--- src/rtl/nmr_vote_sm.sv ---
// N-modular-redundancy voter: collects one word per core, compares them once all are in
// (or a timeout expires), and raises a level interrupt holding the vote result.
module nmr_vote_sm #(
  parameter int WIDTH          = 32,
  parameter int N_CORES        = 3,
  parameter int TIMEOUT_CYCLES = 1024
) (
  input  logic                       clk,
  input  logic                       reset,
  input  logic [N_CORES*WIDTH-1:0]   data_in,
  input  logic [N_CORES-1:0]         data_set,
  input  logic                       irq_ack,
  output logic                       is_match,
  output logic [WIDTH-1:0]           voted_data,
  output logic [N_CORES-1:0]         fault_mask,
  output logic                       no_majority,
  output logic                       timeout,
  output logic                       interrupt_prompt,
  output logic [15:0]                mismatch_count
);

  localparam int CNT_W = (TIMEOUT_CYCLES > 2) ? $clog2(TIMEOUT_CYCLES) : 1;
  // The counter reads TIMEOUT_CYCLES-2 on the edge that advances it to TIMEOUT_CYCLES-1.
  localparam logic [CNT_W-1:0]   CNT_LAST   = CNT_W'(TIMEOUT_CYCLES - 2);
  localparam logic [3:0]         HALF       = 4'(N_CORES / 2);
  localparam logic [N_CORES-1:0] ALL_LOADED = '1;

  typedef enum logic [1:0] {IDLE, COMPARE, IRQ} state_t;

  state_t             state;
  logic [WIDTH-1:0]   core_word [N_CORES];
  logic [N_CORES-1:0] loaded;
  logic [N_CORES-1:0] loaded_next;
  logic [CNT_W-1:0]   tmo_cnt;
  logic [15:0]        count_inc;

  logic               cmp_match;
  logic               cmp_has_maj;
  logic [WIDTH-1:0]   cmp_voted;
  logic [N_CORES-1:0] cmp_fault;
  logic [3:0]         agree;

  assign loaded_next = loaded | data_set;
  assign count_inc   = (mismatch_count == 16'hFFFF) ? mismatch_count : mismatch_count + 16'd1;

  // A majority word is unique, so the first register reaching it defines the vote.
  always_comb begin
    cmp_match   = 1'b1;
    cmp_has_maj = 1'b0;
    cmp_voted   = '0;
    cmp_fault   = '1;
    agree       = '0;
    for (int i = 0; i < N_CORES; i++) begin
      agree = '0;
      for (int j = 0; j < N_CORES; j++) begin
        if (core_word[j] == core_word[i]) agree = agree + 4'd1;
      end
      if (core_word[i] != core_word[0]) cmp_match = 1'b0;
      if ((agree > HALF) && !cmp_has_maj) begin
        cmp_has_maj = 1'b1;
        cmp_voted   = core_word[i];
      end
    end
    for (int i = 0; i < N_CORES; i++) begin
      cmp_fault[i] = !cmp_has_maj || (core_word[i] != cmp_voted);
    end
  end

  always_ff @(posedge clk or negedge reset) begin
    if (!reset) begin
      state            <= IDLE;
      loaded           <= '0;
      tmo_cnt          <= '0;
      is_match         <= 1'b0;
      voted_data       <= '0;
      fault_mask       <= '0;
      no_majority      <= 1'b0;
      timeout          <= 1'b0;
      interrupt_prompt <= 1'b0;
      mismatch_count   <= '0;
      for (int i = 0; i < N_CORES; i++) core_word[i] <= '0;
    end else begin
      case (state)
        IDLE: begin
          for (int i = 0; i < N_CORES; i++) begin
            if (data_set[i] && !loaded[i]) core_word[i] <= data_in[i*WIDTH +: WIDTH];
          end
          loaded <= loaded_next;
          if (loaded == ALL_LOADED) begin
            state <= COMPARE;
          end else if ((loaded != '0) && (loaded_next != ALL_LOADED)) begin
            if (tmo_cnt == CNT_LAST) begin
              state            <= IRQ;
              interrupt_prompt <= 1'b1;
              timeout          <= 1'b1;
              is_match         <= 1'b0;
              no_majority      <= 1'b1;
              voted_data       <= '0;
              fault_mask       <= ~loaded_next;
              mismatch_count   <= count_inc;
            end else begin
              tmo_cnt <= tmo_cnt + 1'b1;
            end
          end
        end
        COMPARE: begin
          state            <= IRQ;
          interrupt_prompt <= 1'b1;
          timeout          <= 1'b0;
          is_match         <= cmp_match;
          no_majority      <= !cmp_has_maj;
          voted_data       <= cmp_voted;
          fault_mask       <= cmp_fault;
          if (!cmp_match) mismatch_count <= count_inc;
        end
        IRQ: begin
          if (irq_ack) begin
            state            <= IDLE;
            interrupt_prompt <= 1'b0;
            loaded           <= '0;
            tmo_cnt          <= '0;
          end
        end
        default: state <= IDLE;
      endcase
    end
  end

endmodule

--- config.mk ---
export PLATFORM = sky130hd
export DESIGN_NAME = nmr_vote_sm
export DESIGN_NICKNAME = d
export VERILOG_FILES = /design/src/rtl/nmr_vote_sm.sv
export SDC_FILE = /design/constraint.sdc
export NUM_CORES = 1
export LEC_CHECK = 0
export BUFFER_PORTS_ARGS = -buffer_cell sky130_fd_sc_hd__buf_2
export CAP_MARGIN = 20
export CORE_UTILIZATION = 40
export CTS_BUF_LIST = sky130_fd_sc_hd__clkbuf_2
export DETAILED_ROUTE_END_ITERATION = 6
export PLACE_DENSITY = 0.59
export SYNTH_ARGS = -nofsm -noshare
export SYNTH_HDL_FRONTEND = slang
export SYNTH_SLANG_ARGS = --single-unit
--- constraint.sdc ---
create_clock -name clk -period 3.4 [get_ports clk]
set_clock_uncertainty 0.2 [all_clocks]
set_input_delay 0 -clock clk [delete_from_list [all_inputs] [get_ports clk]]
set_output_delay 0 -clock clk [all_outputs]
set_load 0.1 [all_outputs]
==> results by group, run 1 <==
Run status
  • Status: aborted with a tool error
  • Stop stage: clock tree synthesis
  • Error: [ERROR RSZ-0060] Max buffer count reached.

Synth
  • Syn nets: around 1000
  • Top post-synthesis cells by area: dfrtp_1, mux2_2, xnor2_1
  • Top_reg_cell synth: dfrtp_1
  • Synth Warn #: 0
  • Top-area cell type share of the netlist area: 46.4%
  • Sequential area share after synthesis: ~46%
  • Syn Area/Cell: slightly below 10 sq um
  • Synthesized area: a little under 9000 sq um
  • Most numerous cell in the Yosys netlist: dfrtp_1
  • Post-synth EDFFs: 0
  • FFs w/ async S/R, synth: 100%
  • Commonest cells post-synth: dfrtp_1, nand2_1, o21ai_0
  • Synth area leader: dfrtp_1
  • Cells after Synth: roughly 930
  • #FFs+latches synth: around 170
  • Yosys cell types: 63

Die
  • Die height: roughly 150 microns
  • FP Rows: between 50 and 60
  • Die X: approximately 150 microns
  • I/O Pins: 157
  • Initial Util: 40.9%

Clock tree
  • Num CTS Buffers: 17
  • Clock sinks: between 150 and 200
  • Post-CTS Setup Inserts: 1
  • # H-tree levels: 4
  • Maximum buffer depth of the clock tree: 2
  • Root buf cell: clkbuf_2
  • Post-CTS resize count: 7
  • Hold_buf cts: between 300 and 400

Placement
  • Port Buf Inserts: ~160
  • Global placer's final weighted congestion: around 1.0
  • Dpl hpwl: 26800 microns
[kinds of logic after synthesis]
group	share of synthesized area [%]
muxes	7.93
xor gates and xnor gates	9.20
AOI/OAI and AO/OA	16.4
and+or+nand+nor	14.8
DFF	46.4
adders and majority gates	0.420
buffers and inverters	4.82
[through the flow]
stage / utilization, % / std cells / setup WS [ns] / hold WS, ns / cell area, sq um
detailed placement: 50.9 / 1476 / -0.0845 / -0.127 / 11100
global placement: 50.9 / 1476 / -0.107 / -0.133 / 11100
floorplan: - / 928 / 0.382 / -0.496 / 8950
==> run 2: changes to the inputs <==
--- a/config.mk
+++ b/config.mk
@@ -7,10 +7,9 @@
 export LEC_CHECK = 0
 export BUFFER_PORTS_ARGS = -buffer_cell sky130_fd_sc_hd__buf_2
 export CAP_MARGIN = 20
-export CORE_UTILIZATION = 40
-export CTS_BUF_LIST = sky130_fd_sc_hd__clkbuf_2
+export CORE_UTILIZATION = 25
 export DETAILED_ROUTE_END_ITERATION = 6
-export PLACE_DENSITY = 0.59
+export PLACE_DENSITY_LB_ADDON = 0.15
 export SYNTH_ARGS = -nofsm -noshare
 export SYNTH_HDL_FRONTEND = slang
 export SYNTH_SLANG_ARGS = --single-unit
==> results by group, run 2 <==
Power
  • Peak supply drop: 0.000538 V
  • Pwr per Cell Area: 861 nW/um^2
  • Sequential cell fraction of total power: between 30% and 40%
  • Logic pwr share: between 40% and 50%
  • Overall power: about 11000 uW
  • Pleak: about 0.006 uW
  • P_sw: a little over 5000 uW
  • Clock Power Share: about 19%
  • Sw Ratio: between 40 and 50%
  • Cell-internal power: ~6200 uW

STA
  • Setup tns final: 0 ns
  • Fin. Hold Viols: 0
  • F_max: between 200 and 300 MHz
  • Final period util: between 90% and 100%
  • Final Max Slew Viols: 0
  • Final Setup Violations: 0
  • Max transition margin: between 40 and 50%
  • Worst slew pin tran: 0.761 ns
  • Tmin final: around 3.3 ns

Layout
  • # diodes: 0
  • Largest regs: core_word: 96 flops, voted_data: 32 flops, mismatch_count: 16 flops
  • Commonest non-fill, non-tap cell in the layout: dfrtp_1
  • Multi-input logic area: about 4500 sq um
  • Final core utilization: roughly 38%
  • Biggest register: core_word
  • Share of cells above drive strength 1: between 30% and 40%
  • Final Non-Filler Cells: 1786
  • Fillers: 3600
  • Register Area: roughly 4200 sq um
  • Most frequent cells in the layout: dfrtp_1, buf_2, buf_4
  • Finished layout cell area: between 10000 and 15000 sq um
  • P&R area growth vs syn: 47.0%
  • Fin nets: 1424
  • Largest register FFs: 96

Clock tree
  • Num CTS Buffers: 17 (unchanged)
  • CTS clk-pin slew, worst paths: roughly 0.07 ns
  • Root buf cell: clkbuf_16
  • Clock sinks: 166 (unchanged)
  • Worst skew pair latency: 0.45 ns
  • Maximum buffer depth of the clock tree: 2 (unchanged)
  • # H-tree levels: 4 (unchanged)
  • CTS tree: yes

Die
  • Die X: 191 microns (+26%)
  • I/O Pins: 157 (unchanged)
  • FP Rows: 68 (+26%)
  • Die height: 191 microns (+26%)
  • Initial Util: 25.7% (-15 points)
  • Die ar.: about 37000 sq um
  • Core Region: about 35000 sq um

Global routing
  • Largest net degree at the start of global routing: 51
  • Vias in the first global route: slightly below 9000
  • First-pass GRT wire length: around 60000 microns
  • GRT Resource Usage Total: 22.6%
  • Initial antenna violation count: 1
  • Congestion Overflow GR: 0

Route
  • WL final: ~40000 microns
  • Detail Route Antenna Nets: 0
  • Vias: ~8600
  • WL met1: 18700 microns
  • WL met2: approximately 19000 microns
  • Via density: 4.82
  • Initial DRC Count: 440
  • DRC viols: 0
  • Routed wl met3: approximately 1800 microns
  • DR WL/cell: 22.6 microns
  • DR top layer: met5
  • DR pass1 iterations: 5

Synth
  • Syn nets: 1033 (unchanged)
  • Sequential area share after synthesis: 46.4% (unchanged)
  • Commonest cells post-synth: dfrtp_1, nand2_1, o21ai_0
  • Most numerous cell in the Yosys netlist: dfrtp_1
  • Syn Area/Cell: 9.64 sq um (unchanged)
  • Synth area leader: dfrtp_1
  • Top post-synthesis cells by area: dfrtp_1, mux2_2, xnor2_1
  • Synthesized area: 8950 sq um (unchanged)
  • FFs w/ async S/R, synth: 100% (unchanged)
  • Cells after Synth: 928 (unchanged)
  • #FFs+latches synth: 166 (unchanged)
  • Top_reg_cell synth: dfrtp_1
  • Synth Warn #: 0 (unchanged)
  • Post-synth EDFFs: 0 (unchanged)
  • Yosys cell types: 63 (unchanged)
  • Top-area cell type share of the netlist area: 46.4% (unchanged)

Placement
  • Post-place instance area: 11300 sq um (+1.9%)
  • Port Buf Inserts: 156 (unchanged)
  • Placed insts: 1647 (+12%)
  • Dpl hpwl: 31400 microns (+17%)
  • Global placer's final weighted congestion: 0.942 (-9.3%)

Min path
  • Worst min path class: in -> reg

Worst setup path
  • Critical path arrival: around 3.5 ns
  • Crit-path max FO: 7
  • Type of origin of the critical path: flip-flop
  • Worst Path Required: between 3 and 4 ns
  • Crit path kind: reg -> reg
  • Setup crit end kind: flip-flop

Job
  • Max Cap Viol: 0

Run status
  • Status: finished, final reports clean
run 2: cell counts after synthesis:
No cell type changed its count.
run 2: cells by family after synthesis:
logic type	after synthesis	share of synthesized area [%]
AOI/OAI and AO/OA	226	16.4
muxes	64	7.93
and+or+nand+nor	269	14.8
adders and majority gates	3	0.420
DFF	166	46.4
xor gates and xnor gates	94	9.20
buffers and inverters	106	4.82
run 2: per-layer routing:
metal,GRT usage (%),vias up
met1,30.3,4273
met5,0,-
met3,4.08,48
met2,36.3,231
li1,-,4059
met4,8.06,2
run 2: layout make-up:
class | count | share of cell area, %
sequential | 166 | 31.6
tap | 455 | 4.33
inverter | 58 | 1.65
clock buffer | 17 | 3.23
multi-input combinational | 657 | 34.2
timing repair buffer | 419 | 23.5
clock inverter | 14 | 1.42
run 2: worst paths after layout:
path / depth (start not counted) / end / startpoint / slack, ns
worst max-delay path: 13 / fault_mask[2]$_DFFE_PN0P_ / core_word[64]$_DFFE_PN0P_ / 0.06
worst min-delay path: 4 / core_word[12]$_DFFE_PN0P_ / data_in[76] / 0.09
worst max register to register: 13 / fault_mask[2]$_DFFE_PN0P_ / core_word[64]$_DFFE_PN0P_ / 0.06
worst min register to register: 1 / voted_data[25]$_DFFE_PN0P_ / voted_data[25]$_DFFE_PN0P_ / 0.28
max in group asynchronous: 5 / core_word[12]$_DFFE_PN0P_ / reset / 1.80
min in group asynchronous: 3 / is_match$_DFFE_PN0P_ / reset / 0.39
run 2: power groups by stage:
stage | logic [uW] | registers (uW) | clock network, uW
floorplan | 2410 | 3770 | 0
global placement | 5380 | 3660 | 0
detailed placement | 5340 | 3660 | 0
CTS | 5480 | 3630 | 2140
global route | 5930 | 3740 | 2230
finish | 5590 | 3650 | 2090
run 2: repair_timing:
item | 4_1_cts | 5_1_grt
endpoints found under the setup margin | 2 | 3
buffers inserted | 0 | 4
resized for setup | 4 | 21
pin swaps | 0 | 4
gates cloned | 0 | 1
hold buffers | 103 | 0
hold endpoints to repair | 271 | 0
run 2: stage by stage:
step           hold slack, ns  setup WS [ns]
5_1_grt                0.0811      -0.000673
6_report               0.0856         0.0617
2_1_floorplan          -0.496          0.382
4_1_cts                0.0574       0.000261
3_3_place_gp          -0.0959         -0.186
3_5_place_dp          -0.0934         -0.146
run 2: critical path, cell delays in order (launching register included):
cell	delay, ns
dfrtp_1	0.39
xnor2_1	0.15
buf_4	0.15
o221ai_1	0.17
nor4_2	0.38
buf_4	0.18
nand4_1	0.08
buf_4	0.18
and2_4	0.18
buf_4	0.14
mux2i_1	0.38
o2bb2ai_1	0.20
nor4_2	0.33
a21oi_1	0.11
No activity file was read; power rests on OpenSTA's default activity.
